==> src/rtl/ex_div_unit.sv <==
// RV32M divide/remainder engine for the EX stage: one restoring-division step per cycle.
// It stalls the front of the pipe until a registered result is presented with a one-cycle valid strobe.
module ex_div_unit #(
   parameter int WIDTH = 32,
   parameter int CNT_W = 6
) (
   input  logic             clk,
   input  logic             rst,
   input  logic [6:0]       ex_opcode,
   input  logic [6:0]       ex_func7,
   input  logic [2:0]       ex_func3,
   input  logic [WIDTH-1:0] ex_op1,
   input  logic [WIDTH-1:0] ex_op2,
   input  logic             flush,
   output logic             div_stall,
   output logic             div_valid,
   output logic             div_busy,
   output logic [WIDTH-1:0] div_result
);

   typedef enum logic [1:0] {S_IDLE, S_BUSY, S_DONE} state_t;

   localparam logic [WIDTH-1:0] MIN_NEG = {1'b1, {(WIDTH-1){1'b0}}};

   state_t             state_q, state_d;
   logic [CNT_W-1:0]   cnt_q;
   logic [WIDTH-1:0]   rem_q, quo_q, dvs_q, res_q;
   logic               is_rem_q, neg_quo_q, neg_rem_q;

   logic               div_req, is_signed, is_rem, div_zero, ovf, start, special;
   logic [WIDTH-1:0]   a_mag, b_mag, spec_res;
   logic [WIDTH:0]     r_sh, diff;
   logic               sub_ok;
   logic [WIDTH-1:0]   rem_nx, quo_nx, fin;

   // Request decode and start conditions
   assign div_req   = (ex_opcode == 7'b0110011) & (ex_func7 == 7'b0000001) & ex_func3[2];
   assign is_signed = ~ex_func3[0];
   assign is_rem    = ex_func3[1];
   assign div_zero  = (ex_op2 == '0);
   assign ovf       = is_signed & (ex_op1 == MIN_NEG) & (ex_op2 == '1);
   assign special   = div_zero | ovf;
   assign start     = (state_q == S_IDLE) & div_req & ~flush;

   assign a_mag    = (is_signed & ex_op1[WIDTH-1]) ? -ex_op1 : ex_op1;
   assign b_mag    = (is_signed & ex_op2[WIDTH-1]) ? -ex_op2 : ex_op2;
   assign spec_res = div_zero ? (is_rem ? ex_op1 : '1) : (is_rem ? '0 : MIN_NEG);

   // Restoring step: the shifted partial remainder needs one extra bit before the trial subtract
   assign r_sh   = {rem_q, quo_q[WIDTH-1]};
   assign diff   = r_sh - {1'b0, dvs_q};
   assign sub_ok = (r_sh >= {1'b0, dvs_q});
   assign rem_nx = sub_ok ? diff[WIDTH-1:0] : r_sh[WIDTH-1:0];
   assign quo_nx = {quo_q[WIDTH-2:0], sub_ok};
   assign fin    = is_rem_q ? (neg_rem_q ? -rem_nx : rem_nx)
                            : (neg_quo_q ? -quo_nx : quo_nx);

   always_ff @(posedge clk or negedge rst) begin
      if (!rst) state_q <= S_IDLE;
      else      state_q <= state_d;
   end

   always_comb begin
      state_d = state_q;
      case (state_q)
         S_IDLE:  if (start) state_d = special ? S_DONE : S_BUSY;
         S_BUSY:  if (cnt_q == CNT_W'(1)) state_d = S_DONE;
         S_DONE:  state_d = S_IDLE;
         default: state_d = S_IDLE;
      endcase
      if (flush) state_d = S_IDLE;
   end

   always_comb begin
      div_stall = div_req & (state_q != S_DONE) & ~flush & rst;
      div_valid = (state_q == S_DONE) & ~flush;
      div_busy  = (state_q == S_BUSY);
   end

   always_ff @(posedge clk or negedge rst) begin
      if (!rst) begin
         cnt_q     <= '0;
         rem_q     <= '0;
         quo_q     <= '0;
         dvs_q     <= '0;
         res_q     <= '0;
         is_rem_q  <= 1'b0;
         neg_quo_q <= 1'b0;
         neg_rem_q <= 1'b0;
      end else if (start) begin
         is_rem_q  <= is_rem;
         neg_quo_q <= is_signed & ~is_rem & (ex_op1[WIDTH-1] ^ ex_op2[WIDTH-1]);
         neg_rem_q <= is_signed & is_rem & ex_op1[WIDTH-1];
         if (special) begin
            res_q <= spec_res;
         end else begin
            quo_q <= a_mag;
            rem_q <= '0;
            dvs_q <= b_mag;
            cnt_q <= CNT_W'(WIDTH);
         end
      end else if (state_q == S_BUSY) begin
         if (flush) begin
            cnt_q <= '0;
         end else begin
            rem_q <= rem_nx;
            quo_q <= quo_nx;
            cnt_q <= cnt_q - CNT_W'(1);
            if (cnt_q == CNT_W'(1)) res_q <= fin;
         end
      end
   end

   assign div_result = res_q;

endmodule

==> config.mk <==
export PLATFORM = sky130hd
export DESIGN_NAME = ex_div_unit
export DESIGN_NICKNAME = d
export VERILOG_FILES = /design/src/rtl/ex_div_unit.sv
export SDC_FILE = /design/constraint.sdc
export NUM_CORES = 1
export LEC_CHECK = 0
export CAP_MARGIN = 20
export CORE_UTILIZATION = 45
export CTS_CLUSTER_SIZE = 28
export DETAILED_ROUTE_END_ITERATION = 7
export DONT_BUFFER_PORTS = 1
export PLACE_DENSITY_LB_ADDON = 0.05
export SYNTH_ARGS = -nofsm -noshare
export SYNTH_HDL_FRONTEND = slang
export SYNTH_SLANG_ARGS = --single-unit
==> constraint.sdc <==
create_clock -name clk -period 5.3 [get_ports clk]
set_input_delay 0.53 -clock clk [delete_from_list [all_inputs] [get_ports clk]]
set_output_delay 0.53 -clock clk [all_outputs]
set_load 0.02 [all_outputs]
# Word level (Yosys, flattened, before mapping)
# Cells that the tools add are included.
# classes
eq_ne,13
order_cmp,1
mux,31
addsub,6
bitwise_logic,22
n_reduce_logical,9
# op_table
operator,count
32-bit 2-to-1 mux,22
32-bit negation,4
"32-bit equality test, second input constant",2
33-bit by 32-bit greater-or-equal comparator with 1-bit output,1
32-bit logical NOT,1
32-bit subtractor,1
6-bit 2-to-1 mux,4
1-bit bitwise AND,16
2-bit 2-to-1 mux,4
"7-bit by 1-bit equality test with 1-bit output, second input constant",1
"7-bit by 6-bit equality test with 1-bit output, second input constant",1
"6-bit by 1-bit equality test with 1-bit output, second input constant",1
2-bit AND reduction,3
"6-bit by 1-bit subtractor with 6-bit output, second input constant",1
"2-bit by 1-bit != test with 1-bit output, second input constant",2
"2-bit != test, second input constant",2
1-bit NOT,4
2-bit one-hot mux with 2 select lines,1
4-bit AND reduction,1
2-bit nonzero test,2
"3-bit by 2-bit != test with 1-bit output, second input constant",1
"3-bit != test, second input constant",1
3-bit AND reduction,1
"2-bit by 1-bit equality test with 1-bit output, second input constant",1
other kinds (4),4
# totals
register_bits,139
out_inout_bits,35

# Depth between registers and ports, before layout
# Gate-level depths: netlist (run 1).
# depth
depth_word,9
depth_mapped,23
ltp_nobuf,19

# Least setup slack after synthesis (run 1)
# Ideal clock, no wire load.
# synth_path
kind,reg2reg
from,register rem_q[18]
to,"register res_q[22], in the netlist div_result[22]"
arrival_ps,5202
stages_incl_launch_ff,23
synth_period_minus_slack_ps,5330
setup_slack_ps,-30
setup_ps,128
cell_sequence,dfrtp_1 -> ha_1 -> buf_4 -> nand2_2 -> o21a_1 -> o221a_4 -> o211a_4 -> nand2_8 -> buf_2 -> buf_1 -> buf_1 -> nand2_1 -> o21ai_0 -> ha_1 -> inv_1 -> or4b_2 -> nor4_1 -> a41o_1 -> o2111ai_2 -> o31ai_1 -> xor2_1 -> a311oi_1 -> o21ai_0
# synth_via
elab_chain_len,9
elab_cells_between_ends,12
classes_between,add/sub (3); order compare (1); mux (8)
# synth_lines
item,line_no,text
from (decl),27,"logic [WIDTH-1:0] rem_q, quo_q, dvs_q, res_q;"
from (signal assigned),106,rem_q <= rem_nx;
32-bit subtractor / 33-bit by 32-bit greater-or-equal comparator with 1-bit output (equally long branches),"51, 52",
32-bit 2-to-1 mux,53,assign rem_nx = sub_ok ? diff[WIDTH-1:0] : r_sh[WIDTH-1:0];
32-bit negation,55,assign fin = is_rem_q ? (neg_rem_q ? -rem_nx : rem_nx)
32-bit 2-to-1 mux,55,
32-bit 2-to-1 mux (*),55,
32-bit 2-to-1 mux (*),109,if (cnt_q == CNT_W'(1)) res_q <= fin;
32-bit 2-to-1 mux (*),103,if (flush) begin
32-bit 2-to-1 mux (*),102,end else if (state_q == S_BUSY) begin
32-bit 2-to-1 mux (*),90,end else if (start) begin
to (signal assigned),95,res_q <= spec_res;
to (signal assigned),109,
to (decl),27,
# Mark *: on every way between the ends. The rest lies on a longest branch, timed or not. The select of a mux whose other input is x is not followed.
# A chain may end at the register's enable or synchronous reset.

# Worst setup path after layout (run 1)
# layout_path
from,register rem_q[19]
to,"register res_q[22], in the netlist div_result[22]"
# Same word-level chain as after synthesis.

==> impl_results.md, run 1 <==
* DRC Markers at 0
* Sequential area share after synthesis at just under 30%
* WL per Instance at around 22 um
* WL final at ~41000 um
* Layout Utilization at ~50%
* VDD IR max at roughly 160 uV
* Clk slew on worst S/H paths at around 0.07 ns
* RD Place Congestion at 0.9239
* Pint at between 0.0015 and 0.002 W
* Critical path data required time at approximately 5.6 ns
* Die Y at ~160 um
* Worst Hold Class: input port to asynchronous set/reset pin
* Initial antenna violation count at 0
* Leak at approximately 5.5 nW
* Main flop type after synthesis: dfrtp_1
* Commonest non-fill, non-tap cell in the layout: nand2_1
* Site Rows at about 60
* #FFs+latches synth at 139
* Drt pass-1 iters at 7
* Placed standard-cell area at 12150 sq um
* Crit. End Element: register
* DPL Wire Length at about 31000 um
* Clock Latency Late Sink at roughly 0.43 ns
* CTS buffer count at 17
* Die width at roughly 160 um
* Status: finished clean
* Iteration-0 DRC Markers at ~1100
* Synth warn at 0
* Max Transition Viols Final at 0
* Sw Share at roughly 27%
* Endpoints failing hold at 0
* Mapped Area at approximately 12000 sq um
* CTS tree: done
* Reg2reg path depth at 18
* # fillers at roughly 2600
* RR Startpoint: rem_q[19]
* Power Total at 0.002495 W
* Fmax at 0.1981 GHz
* CTS max path bufs at 2
* Largest net degree at the start of global routing at 140
* Root Buffer: clkbuf_16
* Vias per cell at approximately 6.1
* Fraction of layout cells with a size suffix above 1 at about 7.5%
* Post-Synthesis Cells at ~1600
* Crit path time final at between 5 and 6 ns
* Worst Path Arrival at between 5 and 6 ns
* Ports at 119
* Net Switching at between 0.0006 and 0.0007 W
* Maxcap violations at 0
* H-tree levels at 4
* Antenna cells at 0
* First-pass GRT wire length at between 60000 and 70000 um
* Post-synth EDFFs at 0
* Startpoint types: register
* Post-synth ARST share at between 90% and 100%
* Comb power frac at 7.7%
* Worst slew pin tran at 1.071 ns
* Mapped Nets at around 1700
* Post-route ant nets at 0
* Hold Slack at 0.08686 ns
* Final setup vio count at 0
* Pwr dens at between 150 and 200 nW/um^2
* Die area at between 20000 and 30000 sq um
* Vias in the first global route at between 10000 and 15000
* Most frequent cells in the layout: nand2_1 (203), o21ai_0 (189), dfrtp_1 (138)
* Starting Density at between 40% and 50%
* Congestion Overflow GR at 0
* Number of port buffers at 0
* Period utilization at between 90% and 100%
* Final #Nets at roughly 1600
* Worst Setup Path Type: register to register
* Num Clock Sinks at between 100 and 150
* Clock group share of total power at about half
* Slew headroom at roughly 29%
* Critical Path Fanout Max at 16
* Cell area after layout at between 10000 and 15000 sq um
* RR Endpoint: div_result[22]
* Gr usage total at a little under a third
* Core ar. at 25910 sq um
* Reg power frac at about 43%
* Vias at 11410
* Post-synth cell types at 87
* Area growth syn-to-layout at 8.474%
* Synth Area per Inst at approximately 7.6 sq um
* Flop-to-flop setup slack at ~0.25 ns
* Skew final at roughly 0.013 ns
-- registers in the layout, summed over array words and instances (netlist names) --
name and flops:
is_rem_q 1, cnt_q 6, dvs_q 32, div_result 32
neg_quo_q 1, quo_q 32, state_q 2, rem_q 32
neg_rem_q 1
-- critical path, cell delays in order (launching register included) --
cell       delay [ns]
dfrtp_1          0.41
ha_1             0.44
a21oi_1          0.36
o21a_1           0.22
o221a_4          0.24
o211a_4          0.23
nand2_8          0.12
inv_4            0.08
mux2i_1          0.24
ha_2             0.24
inv_1            0.06
or4b_2           0.73
nor4_4           0.21
a41o_1           0.30
o2111ai_4        0.22
o31ai_2          0.32
xor2_1           0.10
a311oi_1         0.27
o21ai_0          0.10
-- metal layers --
| metal | global-route usage, % | up-vias | wire length, um |
|---|---|---|---|
| met1 | 45.20 | 5519 | 19950 |
| met4 | 5.471 | 0 | 498 |
| met3 | 6.288 | 32 | 2486 |
| met2 | 47.81 | 343 | 18310 |
| li1 | - | 5512 | - |
| met5 | 0 | - | 0 |
-- metrics by stage --
stage / setup WS, ns / instances / setup TNS [ns]
floorplan: 0.1223 / 1550 / 0
global placement: 0.2174 / 1828 / 0
detailed placement: 0.08895 / 1828 / 0
CTS: 0.06828 / 1861 / 0
global route: -0.07098 / 1862 / -0.07098
finish: 0.2524 / 1862 / 0
-- cells in the mapped netlist, drive strengths merged (18+ instances only) --
cell      n  share of area, %
nand2   207               6.7
or3      18              0.95
nor3     50               2.2
buf      25               1.2
inv      61               2.0
xnor2    63               4.7
a21oi   116               5.1
xor2     71               5.3
dfrtp   139                29
nor4     20               1.2
o21ai   202               8.5
nor2    124               3.9
clkbuf   65               2.1
mux2i    20               1.7
ha       39               4.1
o31ai    32               2.0
nand4    18              0.95
nand3    54               2.3
-- timing repair --
action	4_1_cts	5_1_grt
buffers inserted	0	1
hold buffers	1	0
hold endpoints to repair	139	0
gates resized for setup	0	11
setup endpoints to repair	0	9
-- power groups by stage --
stage / sequential, W / clock, W / combinational, W
after CTS: 0.00106 / 0.00126 / 0.000189
final: 0.00106 / 0.00124 / 0.000191
after global routing: 0.00106 / 0.00131 / 0.000210
after global placement: 0.00108 / 0 / 0.000163
after floorplan: 0.00108 / 0 / 0.000121
after detailed placement: 0.00108 / 0 / 0.000163
-- final cells by class --
type / count / area, sq um / share of cell area (%)
multi-input combinational: 1260 / 7829 / 60.95
sequential: 139 / 3480 / 27.09
clock buffer: 18 / 439.2 / 3.419
timing repair buffer: 35 / 295.3 / 2.299
inverter: 61 / 231.5 / 1.802
clock inverter: 14 / 151.4 / 1.179
tap: 335 / 419.2 / 3.263
-- kinds of logic after synthesis --
group,Yosys count,synth area share [%]
AO/OA/AOI/OAI,491,26.18
XOR/XNOR,134,9.911
adder cells (fa/ha/maj),40,4.290
buffers and inverters,151,5.220
flip-flops,139,29.37
multiplexers,21,1.786
AND/OR/NAND/NOR,574,23.24
-- worst max path at each step --
| stage | startpoint | end | slack (ns) | cells after the start |
|---|---|---|---|---|
| 3_5_place_dp | rem_q[11] | div_result[22] | 0.09 | 18 |
| 6_report | rem_q[19] | div_result[22] | 0.25 | 18 |
| 5_1_grt | rem_q[19] | div_result[22] | -0.07 | 18 |
| 2_1_floorplan | rem_q[18] | div_result[22] | 0.12 | 22 |
| 3_3_place_gp | rem_q[11] | div_result[22] | 0.22 | 18 |
| 4_1_cts | rem_q[11] | div_result[22] | 0.07 | 18 |
Note: power is estimated with default switching activity, not from simulation.
==> run 2: changes to the inputs <==
--- a/config.mk
+++ b/config.mk
@@ -16 +16,2 @@
 export SYNTH_SLANG_ARGS = --single-unit
+export TNS_END_PERCENT = 30
--- a/constraint.sdc
+++ b/constraint.sdc
@@ -3,2 +3,2 @@
 set_output_delay 0.53 -clock clk [all_outputs]
-set_load 0.02 [all_outputs]
+set_load 0.05 [all_outputs]
==> run 2 against run 1 <==
Count of clock-buffer cells in the layout unchanged; die area unchanged; via count about the same; sequential power about the same; critical path type unchanged; highest routed layer unchanged.
==> impl_results.md, run 2 (synthesized netlist as in run 1, its figures left out) <==
* Initial antenna violation count at 1 (was 0)
* Worst Setup SP: rem_q[19] (unchanged)
* Starting Density at 45.70% (unchanged)
* Vias at 11410 (about the same)
* Root Buffer: clkbuf_16 (unchanged)
* WL final at 41550 um (was 41240 um)
* Reg2reg path depth at 18 (unchanged)
* Clock Latency Late Sink at 0.44 ns (was 0.43 ns)
* RR Startpoint: rem_q[19] (unchanged)
* Vias in the first global route at 10650 (was 10440)
* Period utilization at 95.83% (was 95.24%)
* Commonest non-fill, non-tap cell in the layout: nand2_1 (unchanged)
* Post-Layout Cell Count at 1861 (was 1862)
* Iteration-0 DRC Markers at 866 (was 1079)
* Num Clock Sinks at 139 (unchanged)
* Skew final at 0.01823 ns (was 0.01255 ns)
* Cell Chain, Critical Path: ha_1 -> a21oi_1 -> o21a_1 -> o221a_4 -> o211a_4 -> nand2_8 -> inv_4 -> mux2i_1 -> ha_1 -> inv_1 -> or4b_2 -> nor4_2 -> a41o_1 -> o2111ai_4 -> o31ai_2 -> xor2_1 -> a311oi_1 -> o21ai_0 (was ha_1 -> a21oi_1 -> o21a_1 -> o221a_4 -> o211a_4 -> nand2_8 -> inv_4 -> mux2i_1 -> ha_2 -> inv_1 -> or4b_2 -> nor4_4 -> a41o_1 -> o2111ai_4 -> o31ai_2 -> xor2_1 -> a311oi_1 -> o21ai_0)
* Status: finished clean (unchanged)
* Area growth syn-to-layout at 8.041% (was 8.474%)
* Site Rows at 59 (unchanged)
* Critical path data required time at 5.61 ns (about the same)
* Crit. End Element: register (unchanged)
* Worst Path Arrival at 5.38 ns (was 5.35 ns)
* Largest delay share family, worst path: compound AO/OA/AOI/OAI gates (unchanged)
* Die width at 164.2 um (unchanged)
* Fraction of layout cells with a size suffix above 1 at 7.143% (was 7.466%)
* Endpoints failing hold at 0 (unchanged)
* Most frequent cells in the layout: nand2_1 (203), o21ai_0 (188), dfrtp_1 (138) (was nand2_1 (203), o21ai_0 (189), dfrtp_1 (138))
* Critical Path Max Stage Delay at 0.71 ns (was 0.73 ns)
* Worst slew pin tran at 1.042 ns (was 1.071 ns)
* Largest net degree at the start of global routing at 140 (unchanged)
* DPL Wire Length at 31590 um (was 31480 um)
* Gr usage total at 31.54% (was 31.15%)
* RD Place Congestion at 0.9288 (was 0.9239)
* Layout Utilization at 49.37% (was 49.57%)
* Clk slew on worst S/H paths at 0.07 ns (about the same)
* Critical Path Fanout Max at 16 (unchanged)
* Crit path max-delay cell type: or4b_2 (unchanged)
* Fmax at 0.1969 GHz (was 0.1981 GHz)
* Congestion Overflow GR at 0 (unchanged)
* Crit path depth at 18 (unchanged)
* Max Transition Viols Final at 0 (unchanged)
* Vias per cell at 6.132 (was 6.126)
* Crit path time final at 5.079 ns (was 5.048 ns)
* Pwr dens at 195.7 nW/um^2 (was 194.3 nW/um^2)
* Worst Hold Class: input port to asynchronous set/reset pin (unchanged)
* VDD IR max at 230.8 uV (was 162.6 uV)
* RR Endpoint: div_result[22] (unchanged)
* Post-route ant nets at 0 (unchanged)
* Flop-to-flop setup slack at 0.22 ns (was 0.25 ns)
* Final setup vio count at 0 (unchanged)
* Number of port buffers at 0 (unchanged)
* Antenna cells at 0 (unchanged)
* Drt pass-1 iters at 7 (unchanged)
* CTS max path bufs at 2 (unchanged)
* DRC Markers at 0 (unchanged)
* Worst Path Buf+Inv at 2 (unchanged)
* Leak at 5.495 nW (was 5.505 nW)
* Final #Nets at 1637 (was 1638)
* Maxcap violations at 0 (unchanged)
* Startpoint types: register (unchanged)
* Most used cell along the critical path: ha_1
* CTS tree: done (unchanged)
* Ports at 119 (unchanged)
* Die area at 26970 sq um (unchanged)
* Placed cells at 1828 (unchanged)
* First-pass GRT wire length at 63910 um (was 63420 um)
* Core ar. at 25910 sq um (unchanged)
* H-tree levels at 4 (unchanged)
* CTS buffer count at 17 (unchanged)
* Die Y at 164.2 um (unchanged)
* Worst Setup Path Type: register to register (unchanged)
* Slew headroom at 30.55% (was 28.57%)
* WL per Instance at 22.33 um (was 22.15 um)
-- run 2: where the power goes --
| part | switching, W | internal [W] |
|---|---|---|
| Clock | 0.000570 | 0.000680 |
| Sequential | 0.00000190 | 0.00106 |
| Combinational | 0.000119 | 0.0000713 |
| Total | 0.000691 | 0.00181 |
-- run 2: timing repair --
item	CTS	global route
buffers inserted	0	0
hold buffers	1	0
hold endpoints to repair	139	0
endpoints found under the setup margin	0	10
resized for setup	0	6
-- run 2: final cells by class --
cell class                 instances  area [sq um]
sequential                       139          3480
fill                            2651         13120
multi-input combinational       1260          7787
clock inverter                    14         148.9
timing repair buffer              34         287.8
tap                              335         419.2
inverter                          61         231.5
clock buffer                      18         439.2
-- run 2: routing by layer --
layer / global-route usage (%) / wire length [um]
met1: 45.87 / 19800
met2: 47.24 / 18210
met3: 5.556 / 2632
met4: 9.091 / 903
met5: 0 / 0
-- run 2: how the worst max path moves through the flow --
stage,slack (ns),end
floorplan,0.12,div_result[22]
CTS,0.04,div_result[22]
global placement,0.22,div_result[22]
finish,0.22,div_result[22]
global route,-0.002,div_result[22]
detailed placement,0.06,div_result[22]
-- run 2: through the flow --
step | TNS (ns) | worst slack [ns] | hold WS, ns | total power, W | instance area, sq um
2_1_floorplan | 0 | 0.1223 | 0.2344 | 0.001204 | 11840
3_3_place_gp | 0 | 0.2189 | 0.2413 | 0.001247 | 12150
3_5_place_dp | 0 | 0.05673 | 0.2429 | 0.001247 | 12150
4_1_cts | 0 | 0.03887 | 0.1287 | 0.002521 | 12770
5_1_grt | -0.001760 | -0.001760 | 0.1604 | 0.002577 | 12790
6_report | 0 | 0.2210 | 0.08949 | 0.002503 | 12790
